## src/rtl/tnoc_injector_pkg.sv

```systemverilog
// Shared types for the packet injector: FSM state encoding, header fields and
// the header-word packing helper.
package tnoc_injector_pkg;

    typedef enum logic [1:0] {
        IDLE    = 2'd0,
        PAYLOAD = 2'd1,
        DROP    = 2'd2
    } state_e;

    // Field containers are sized for the widest supported build; the packing
    // function uses the actual widths so narrower builds pack tightly.
    typedef struct packed {
        logic [7:0]  src_x;
        logic [7:0]  src_y;
        logic [7:0]  dest_x;
        logic [7:0]  dest_y;
        logic [15:0] length;
    } header_t;

    // Packs {src_x, src_y, dest_x, dest_y, length} into the LSBs, MSBs zero.
    function automatic logic [63:0] pack_header(input header_t h, input int xw,
                                                input int yw, input int lw);
        logic [63:0] w;
        w = 64'(h.src_x);
        w = (w << yw) | 64'(h.src_y);
        w = (w << xw) | 64'(h.dest_x);
        w = (w << yw) | 64'(h.dest_y);
        w = (w << lw) | 64'(h.length);
        return w;
    endfunction

endpackage

```

## src/rtl/tnoc_injector_out_reg.sv

```systemverilog
// One-entry valid/ready flit register; the fabric's ready is selected by the
// VC of the flit currently held.
module tnoc_injector_out_reg #(
    parameter int CHANNELS   = 2,
    parameter int VC_W       = 1,
    parameter int DATA_WIDTH = 32
) (
    input  logic                  clk,
    input  logic                  rst_n,
    input  logic                  i_load,
    input  logic                  i_load_head,
    input  logic                  i_load_tail,
    input  logic [VC_W-1:0]       i_load_vc,
    input  logic [DATA_WIDTH-1:0] i_load_data,
    input  logic [CHANNELS-1:0]   i_flit_ready,
    output logic                  o_free,
    output logic                  o_xfer,
    output logic                  o_flit_valid,
    output logic                  o_flit_head,
    output logic                  o_flit_tail,
    output logic [VC_W-1:0]       o_flit_vc,
    output logic [DATA_WIDTH-1:0] o_flit_data
);

    assign o_xfer = o_flit_valid && i_flit_ready[o_flit_vc];
    assign o_free = !o_flit_valid || o_xfer;

    // NOTE: sequential state uses non-blocking assignments so every flop samples
    // pre-edge values regardless of statement order.
    always_ff @(posedge clk or negedge rst_n) begin
        if (!rst_n) begin
            o_flit_valid <= 1'b0;
            o_flit_head  <= 1'b0;
            o_flit_tail  <= 1'b0;
            o_flit_vc    <= '0;
            o_flit_data  <= '0;
        end else if (i_load) begin
            o_flit_valid <= 1'b1;
            o_flit_head  <= i_load_head;
            o_flit_tail  <= i_load_tail;
            o_flit_vc    <= i_load_vc;
            o_flit_data  <= i_load_data;
        end else if (o_xfer) begin
            o_flit_valid <= 1'b0;
        end
    end

endmodule

```

## src/rtl/tnoc_packet_injector.sv

```systemverilog
// Local-port packet injector: request + payload stream -> head/payload/tail flits.
// Optional build macro TNOC_PACKET_INJECTOR_STATS_EN adds packet/flit counters.
module tnoc_packet_injector
    import tnoc_injector_pkg::*;
#(
    parameter int SIZE_X     = 4,
    parameter int SIZE_Y     = 4,
    parameter int ID_X_WIDTH = 2,
    parameter int ID_Y_WIDTH = 2,
    parameter int CHANNELS   = 2,
    parameter int DATA_WIDTH = 32,
    parameter int LEN_WIDTH  = 8,
    localparam int VC_W      = (CHANNELS > 1) ? $clog2(CHANNELS) : 1
) (
    input  logic                  clk,
    input  logic                  rst_n,
    input  logic [ID_X_WIDTH-1:0] i_id_x,
    input  logic [ID_Y_WIDTH-1:0] i_id_y,
    input  logic                  i_req_valid,
    output logic                  o_req_ready,
    input  logic [ID_X_WIDTH-1:0] i_req_dest_x,
    input  logic [ID_Y_WIDTH-1:0] i_req_dest_y,
    input  logic [VC_W-1:0]       i_req_vc,
    input  logic [LEN_WIDTH-1:0]  i_req_length,
    input  logic                  i_data_valid,
    output logic                  o_data_ready,
    input  logic [DATA_WIDTH-1:0] i_data,
    output logic                  o_flit_valid,
    input  logic [CHANNELS-1:0]   i_flit_ready,
    output logic                  o_flit_head,
    output logic                  o_flit_tail,
    output logic [VC_W-1:0]       o_flit_vc,
    output logic [DATA_WIDTH-1:0] o_flit_data,
`ifdef TNOC_PACKET_INJECTOR_STATS_EN
    output logic [31:0]           o_packet_count,
    output logic [31:0]           o_flit_count,
`endif
    output logic                  o_busy,
    output logic                  o_error
);

    state_e                 state;
    logic [LEN_WIDTH-1:0]   remaining;
    logic [VC_W-1:0]        vc_q;
    logic                   run_q;
    logic                   free;
    logic                   xfer;
    logic                   req_fire;
    logic                   data_fire;
    logic                   dest_legal;
    logic                   load;
    logic                   load_tail;
    logic [VC_W-1:0]        load_vc;
    logic [DATA_WIDTH-1:0]  load_data;
    header_t                hdr;

    assign dest_legal = (32'(i_req_dest_x) < 32'(SIZE_X)) &&
                        (32'(i_req_dest_y) < 32'(SIZE_Y));

    // run_q keeps both readies low until the first edge after reset release.
    assign o_req_ready  = run_q && (state == IDLE) && free;
    assign o_data_ready = run_q && (((state == PAYLOAD) && free) || (state == DROP));
    assign req_fire     = i_req_valid && o_req_ready;
    assign data_fire    = i_data_valid && o_data_ready;
    assign o_busy       = (state != IDLE) || o_flit_valid;

    // NOTE: every signal driven here gets a default first so no path can leave
    // it unassigned and infer a latch.
    always_comb begin
        hdr        = '0;
        hdr.src_x  = 8'(i_id_x);
        hdr.src_y  = 8'(i_id_y);
        hdr.dest_x = 8'(i_req_dest_x);
        hdr.dest_y = 8'(i_req_dest_y);
        hdr.length = 16'(i_req_length);
        load       = 1'b0;
        load_tail  = 1'b0;
        load_vc    = vc_q;
        load_data  = i_data;
        if (state == IDLE) begin
            load      = req_fire && dest_legal;
            load_tail = (i_req_length == '0);
            load_vc   = i_req_vc;
            load_data = DATA_WIDTH'(pack_header(hdr, ID_X_WIDTH, ID_Y_WIDTH, LEN_WIDTH));
        end else if (state == PAYLOAD) begin
            load      = data_fire;
            load_tail = (remaining == LEN_WIDTH'(1));
        end
    end

    always_ff @(posedge clk or negedge rst_n) begin
        if (!rst_n) begin
            state     <= IDLE;
            remaining <= '0;
            vc_q      <= '0;
            run_q     <= 1'b0;
            o_error   <= 1'b0;
        end else begin
            run_q   <= 1'b1;
            o_error <= req_fire && !dest_legal;
            case (state)
                IDLE: begin
                    if (req_fire) begin
                        remaining <= i_req_length;
                        vc_q      <= i_req_vc;
                        if (i_req_length != '0)
                            state <= dest_legal ? PAYLOAD : DROP;
                    end
                end
                PAYLOAD, DROP: begin
                    if (data_fire) begin
                        remaining <= remaining - LEN_WIDTH'(1);
                        if (remaining == LEN_WIDTH'(1))
                            state <= IDLE;
                    end
                end
                default: state <= IDLE;
            endcase
        end
    end

    tnoc_injector_out_reg #(
        .CHANNELS   (CHANNELS),
        .VC_W       (VC_W),
        .DATA_WIDTH (DATA_WIDTH)
    ) u_out_reg (
        .clk          (clk),
        .rst_n        (rst_n),
        .i_load       (load),
        .i_load_head  (state == IDLE),
        .i_load_tail  (load_tail),
        .i_load_vc    (load_vc),
        .i_load_data  (load_data),
        .i_flit_ready (i_flit_ready),
        .o_free       (free),
        .o_xfer       (xfer),
        .o_flit_valid (o_flit_valid),
        .o_flit_head  (o_flit_head),
        .o_flit_tail  (o_flit_tail),
        .o_flit_vc    (o_flit_vc),
        .o_flit_data  (o_flit_data)
    );

`ifdef TNOC_PACKET_INJECTOR_STATS_EN
    always_ff @(posedge clk or negedge rst_n) begin
        if (!rst_n) begin
            o_packet_count <= '0;
            o_flit_count   <= '0;
        end else begin
            if (xfer && (o_flit_count != '1))
                o_flit_count <= o_flit_count + 32'd1;
            if (xfer && o_flit_tail && (o_packet_count != '1))
                o_packet_count <= o_packet_count + 32'd1;
        end
    end
`endif

endmodule

```

## config.mk

```make
export PLATFORM = sky130hd
export DESIGN_NAME = tnoc_packet_injector
export DESIGN_NICKNAME = d
export VERILOG_FILES = /design/src/rtl/tnoc_injector_pkg.sv /design/src/rtl/tnoc_injector_out_reg.sv /design/src/rtl/tnoc_packet_injector.sv
export SDC_FILE = /design/constraint.sdc
export NUM_CORES = 1
export LEC_CHECK = 0
export CORE_AREA = 2 2 133 83
export CTS_CLUSTER_SIZE = 20
export DETAILED_ROUTE_END_ITERATION = 8
export DIE_AREA = 0 0 135 85
export GPL_TIMING_DRIVEN = 0
export PLACE_DENSITY = 0.49
export SYNTH_ARGS = -nofsm -noshare
export SYNTH_HDL_FRONTEND = slang
export SYNTH_HIERARCHICAL = 1
export SYNTH_SLANG_ARGS = --single-unit
```

## constraint.sdc

```tcl
create_clock -name clk -period 2.1 [get_ports clk]
set_input_delay 0.42 -clock clk [delete_from_list [all_inputs] [get_ports clk]]
set_output_delay 0.42 -clock clk [all_outputs]
set_load 0.03 [all_outputs]
```

# After elaboration in Yosys (flattened, before gate mapping)
# Index checks and enable logic that the tools add are counted.
# word_totals
ff_bits,48
output_inout_bits,40
wordCells,61
input_bits,55
# op_classes
mux,18
n_reduce_logical,21
n_bitwise,4
order_cmp,1
addsub,1
eq_ne,7
# ops
operator,count
2-to-1 mux 32 bit,1
2-to-1 mux 8 bit,2
bitwise OR 16 x 8 -> 16 bit,1
case mux 8 bit (2 select lines),1
2-to-1 mux 1 bit,9
"== test 8 x 1 -> 1 bit, second input constant",1
zero test 8 bit,1
2-to-1 mux 2 bit,4
"!= test 2 bit, second input constant",4
bitwise OR 8 x 2 -> 8 bit,1
nonzero test 8 bit,1
"subtractor 8 x 1 -> 8 bit, second input constant",1
logical AND 1 bit,7
bitwise OR 6 x 2 -> 6 bit,1
nonzero test 2 bit,3
bitwise OR 4 x 2 -> 4 bit,1
case mux 2 bit (2 select lines),1
AND reduction 4 bit,1
logical OR 1 bit,3
AND reduction 3 bit,1
"== test 2 x 1 -> 1 bit, second input constant",1
"== test 2 bit, second input constant",1
zero test 2 bit,1
"< comparator 1 x 2 -> 1 bit, second input constant",1
3 further kinds,3

# Depth between registers and ports, before layout
# logic_depth
ltp_word,11
mapped_depth,8
ltp_nobuf,7

# Modules after synthesis
# The synthesis kept the hierarchy.
# by_module_without_submodules
module,cells_each,area_per_inst_um2,instances
tnoc_injector_out_reg,79,1502.7,1
tnoc_packet_injector,117,1002.2,1

# Worst setup path before layout
# No wires, ideal clock.
# synth_path
path_type,register -> register
start,register u_out_reg.o_flit_vc
end,register u_out_reg.o_flit_data[0]
required_ns,1.975
t_arrival_ns,1.811
path_slack_ns,0.164
stages_incl_launch_ff,9
setup_ns,0.125
cell_sequence,dfrtp_1 > mux2i_1 > nand2_1 > nand2_1 > a21o_1 > inv_2 > buf_6 > buf_12 > mux2_4
# synth_via
elab_chain_len,10
# synth_lines
item,line_no,rtl
start: declaration,tnoc_injector_out_reg.sv:21,"output logic [VC_W-1:0] o_flit_vc,"
start signal: assignment,tnoc_injector_out_reg.sv:41,o_flit_vc <= i_load_vc;
2-to-1 mux 1 bit (not written as such) (*) (2 in a row),tnoc_injector_out_reg.sv:25,assign o_xfer = o_flit_valid && i_flit_ready[o_flit_vc];
logical AND 1 bit (*),tnoc_injector_out_reg.sv:25,
logical OR 1 bit (*),tnoc_injector_out_reg.sv:26,assign o_free = !o_flit_valid || o_xfer;
named net free,tnoc_packet_injector.sv:46,logic free;
logical AND 1 bit,tnoc_packet_injector.sv:62,assign o_data_ready = run_q && (((state == PAYLOAD) && free) || (state == DROP));
logical OR 1 bit,tnoc_packet_injector.sv:62,
logical AND 1 bit,tnoc_packet_injector.sv:62,
logical AND 1 bit,tnoc_packet_injector.sv:64,assign data_fire = i_data_valid && o_data_ready;
2-to-1 mux 1 bit,tnoc_packet_injector.sv:85,end else if (state == PAYLOAD) begin
2-to-1 mux 1 bit (*),tnoc_packet_injector.sv:80,if (state == IDLE) begin
named net load,tnoc_packet_injector.sv:51,logic load;
end signal: assignment,tnoc_injector_out_reg.sv:42,o_flit_data <= i_load_data;
end: declaration,tnoc_injector_out_reg.sv:22,output logic [DATA_WIDTH-1:0] o_flit_data
# The timed path passes the listed nets; every way through them passes the cells marked *. The select of a mux whose other input is x is not followed.
# A chain may end at the register's enable or synchronous reset.

# Final worst setup path
# layout_path
start,input port i_flit_ready[0]
end,register u_out_reg.o_flit_data[4]
# layout_via
elab_chain_len,10
# layout_lines
item,line_no,rtl
start: declaration,tnoc_packet_injector.sv:29,"input logic [CHANNELS-1:0] i_flit_ready,"
2-to-1 mux 1 bit (not written as such) (*) (2 in a row),tnoc_injector_out_reg.sv:25,
logical AND 1 bit (*),tnoc_injector_out_reg.sv:25,
logical OR 1 bit (*),tnoc_injector_out_reg.sv:26,
named net free,tnoc_packet_injector.sv:46,
logical AND 1 bit,tnoc_packet_injector.sv:62,
logical OR 1 bit,tnoc_packet_injector.sv:62,
logical AND 1 bit,tnoc_packet_injector.sv:62,
logical AND 1 bit,tnoc_packet_injector.sv:64,
2-to-1 mux 1 bit,tnoc_packet_injector.sv:85,
2-to-1 mux 1 bit (*),tnoc_packet_injector.sv:80,
named net load,tnoc_packet_injector.sv:51,
# Marked as above.

==> summary.md <==
| Metric | Value |
|---|---|
| Mapped cell area | 0.002499 mm^2 |
| Max Freq | 497.4 MHz |
| Critical path class | in2reg |
| Chip width | 135 um |
| Worst R2R Start | u_out_reg/o_flit_vc |
| Initial Utilization | 24.25% |
| Placer congestion estimate | 0.8340 |
| Non-filler instance count after layout | 436 |
| LEAKAGE | 0.001567 uW |
| Synth Warn # | 6 |
| Final max-slew violation count | 0 |
| Drt pass-1 iters | 4 |
| DRC | 0 |
| Max Cap Viol | 0 |
| Cell count after placement | 428 |
| Final Skew | 5.160 ps |
| Grt total ovfl | 0 |
| Die height | 85 um |
| CP max stage cell | clkdlybuf4s50_1 |
| Critical Path Source Type | primary input |
| Syn_nets | 252 |
| Clock slew at reported path FFs | 60 ps |
| Min-delay worst type | in2async |
| Clk root buf | clkbuf_16 |
| Core ar. | 0.01030 mm^2 |
| Hold_buf cts | 0 |
| Layout cell share with drive strength beyond 1 | 25.59% |
| Final antenna diode count | 0 |
| Worst reg-to-reg setup slack | 170 ps |
| Synth-to-Final Area Change | 50.58% |
| RSZ-0062 raised after global routing | no |
| Total GRT Usage | 12.51% |
| Max Used Layer | met4 |
| Critical path peak fanout | 10 |
| Wire per inst | 15.39 um |
| Largest net degree at the start of global routing | 35 |
| 1st-iter DRT viols | 74 |
| Final period util | 95.74% |
| DRT Wirelength | 6.711 mm |
| WP data arrival | 2180 ps |
| Hpwl dp | 5.013 mm |
| # rows | 29 |
| Min cycle time layout | 2010 ps |
| Port Buffers | 93 |
| Worst EP required | 2270 ps |
| Clock network latency to the later pin of the worst-skew pair | 290 ps |
| Status | finished, final reports clean |
| Post-layout util | 36.51% |
| IO Pins | 95 |
| CTS tree | done |
| Fillers | 1048 |
| Worst flop-to-flop path endpoint | u_out_reg/o_flit_data[4] |
| Fin Setup TNS | 0 ps |
| R2r worst-path depth | 8 |
| Met1 WL | 3.386 mm |
| Avg Synthesized Cell Area | 12.81 um^2 |
| Final setup viols | 0 |
| Die area | 0.01148 mm^2 |
| Global-route wire length before repair | 10.96 mm |
| Delay-heaviest family, CP | buffers and inverters |
| Max stage delay on crit path | 480 ps |
| Seq. cell area | 0.001176 mm^2 |
| Metal2 WL | 2.516 mm |
| Routed wl met3 | 754 um |
| CTS Sinks | 47 |
| H-tree Lvls | 2 |
| CTS buffer count | 5 |
| Final hold violation count | 0 |
| Vias/cell | 4.229 |
| Vias in the first global route | 1990 |
| # nets final | 353 |
| ANT nets after route | 0 |
| WP buf/inv | 4 |
| Crit-path cells | clkdlybuf4s50_1 > mux2i_2 > nand2_1 > nand2_2 > a21o_1 > inv_2 > buf_8 > buf_12 > mux2_4 |
| Footprint of the multi-input gates | 0.001197 mm^2 |
| CP Capture Type | flip-flop |
| Pwr dens | 1372 mW/mm^2 |
| Post-Synthesis Cells | 195 |
| Clk buf depth | 2 |
| Worst vdd ir | 0.0006480 V |
| Vias | 1844 |
| Initial antenna violation count | 0 |
==> layout make-up <==
class	count	area share (%)
clock buffers	6	3.425
well taps	139	4.623
flip-flops and latches	47	31.26
multi-input cells	132	31.83
repair buffers	95	24.94
clock inverters	2	0.3326
inverters	4	0.3991
plain buffers	11	3.193
==> stage by stage <==
step | cell area (um^2) | power, uW | hold slack, ps | setup slack (ps)
global route | 3762 | 5496 | 56.74 | 4.082
global placement | 3603 | 4388 | 463.6 | -1003
detailed placement | 3618 | 4393 | 364.2 | -469.1
CTS | 3759 | 5230 | 52.28 | 50.58
floorplan | 2499 | 3309 | 124.4 | 211.4
finish | 3762 | 5161 | 39.69 | 89.54
==> power breakdown <==
group / leakage (uW) / internal [uW] / switching, uW / total (uW)
logic: 0.000947 / 1420 / 1360 / 2790
registers: 0.000553 / 1310 / 274 / 1590
clock network: 0.0000669 / 440 / 348 / 788
total: 0.00157 / 3180 / 1990 / 5160
==> layer usage <==
metal,vias to the layer above,track usage (%)
met5,-,0
met4,0,2.841
met3,7,5.854
met2,86,16.71
met1,869,18.13
li1,882,-
==> repair_timing <==
| action | CTS | global route |
|---|---|---|
| gates resized for setup | 18 | 2 |
| setup buffers | 1 | 0 |
| gates cloned | 0 | 0 |
| pin swaps | 1 | 0 |
| endpoints found under the setup margin | 3 | 19 |
==> worst max-delay path by stage <==
stage                   startpoint                         to  slack, ps  cells after the start
2_1_floorplan  u_out_reg/o_flit_vc   u_out_reg/o_flit_data[0]        210                      8
3_3_place_gp                 rst_n  u_out_reg/o_flit_data[12]      -1000                      1
3_5_place_dp       i_flit_ready[0]               o_data_ready       -470                      6
4_1_cts            i_flit_ready[1]               remaining[5]         50                      8
5_1_grt            i_flit_ready[0]               o_data_ready          4                      6
6_report           i_flit_ready[0]   u_out_reg/o_flit_data[4]         90                      9
==> state kept, by name, summed over array words and instances, names as in the netlist <==
name,flops
u_out_reg/o_flit_data,32
remaining,8
run_q,1
state,1
u_out_reg/o_flit_head,1
u_out_reg/o_flit_tail,1
u_out_reg/o_flit_valid,1
u_out_reg/o_flit_vc,1
vc_q,1
==> placed cells by master (no fill, tap or decap), drive strengths merged, types with 2 or more instances in the layout <==
cell type	n
nand2	10
buf	15
nor3	5
or2	2
clkdlybuf4s50	89
inv	4
clkbuf	8
a21oi	2
a21o	4
or3	2
a22oi	2
nor2	5
mux2	52
ha	2
nand3	6
and2	16
o21ai	4
conb	2
dfrtp	47
==> worst reg2reg max path, stage by stage, from the launching register on <==
cell     delay [ps]
dfrtp_1         400
mux2i_2         260
nand2_1         150
nand2_2         130
a21o_1          170
inv_2            90
buf_8           160
buf_12          150
mux2_4          300
(Power assumes the default switching activity.)
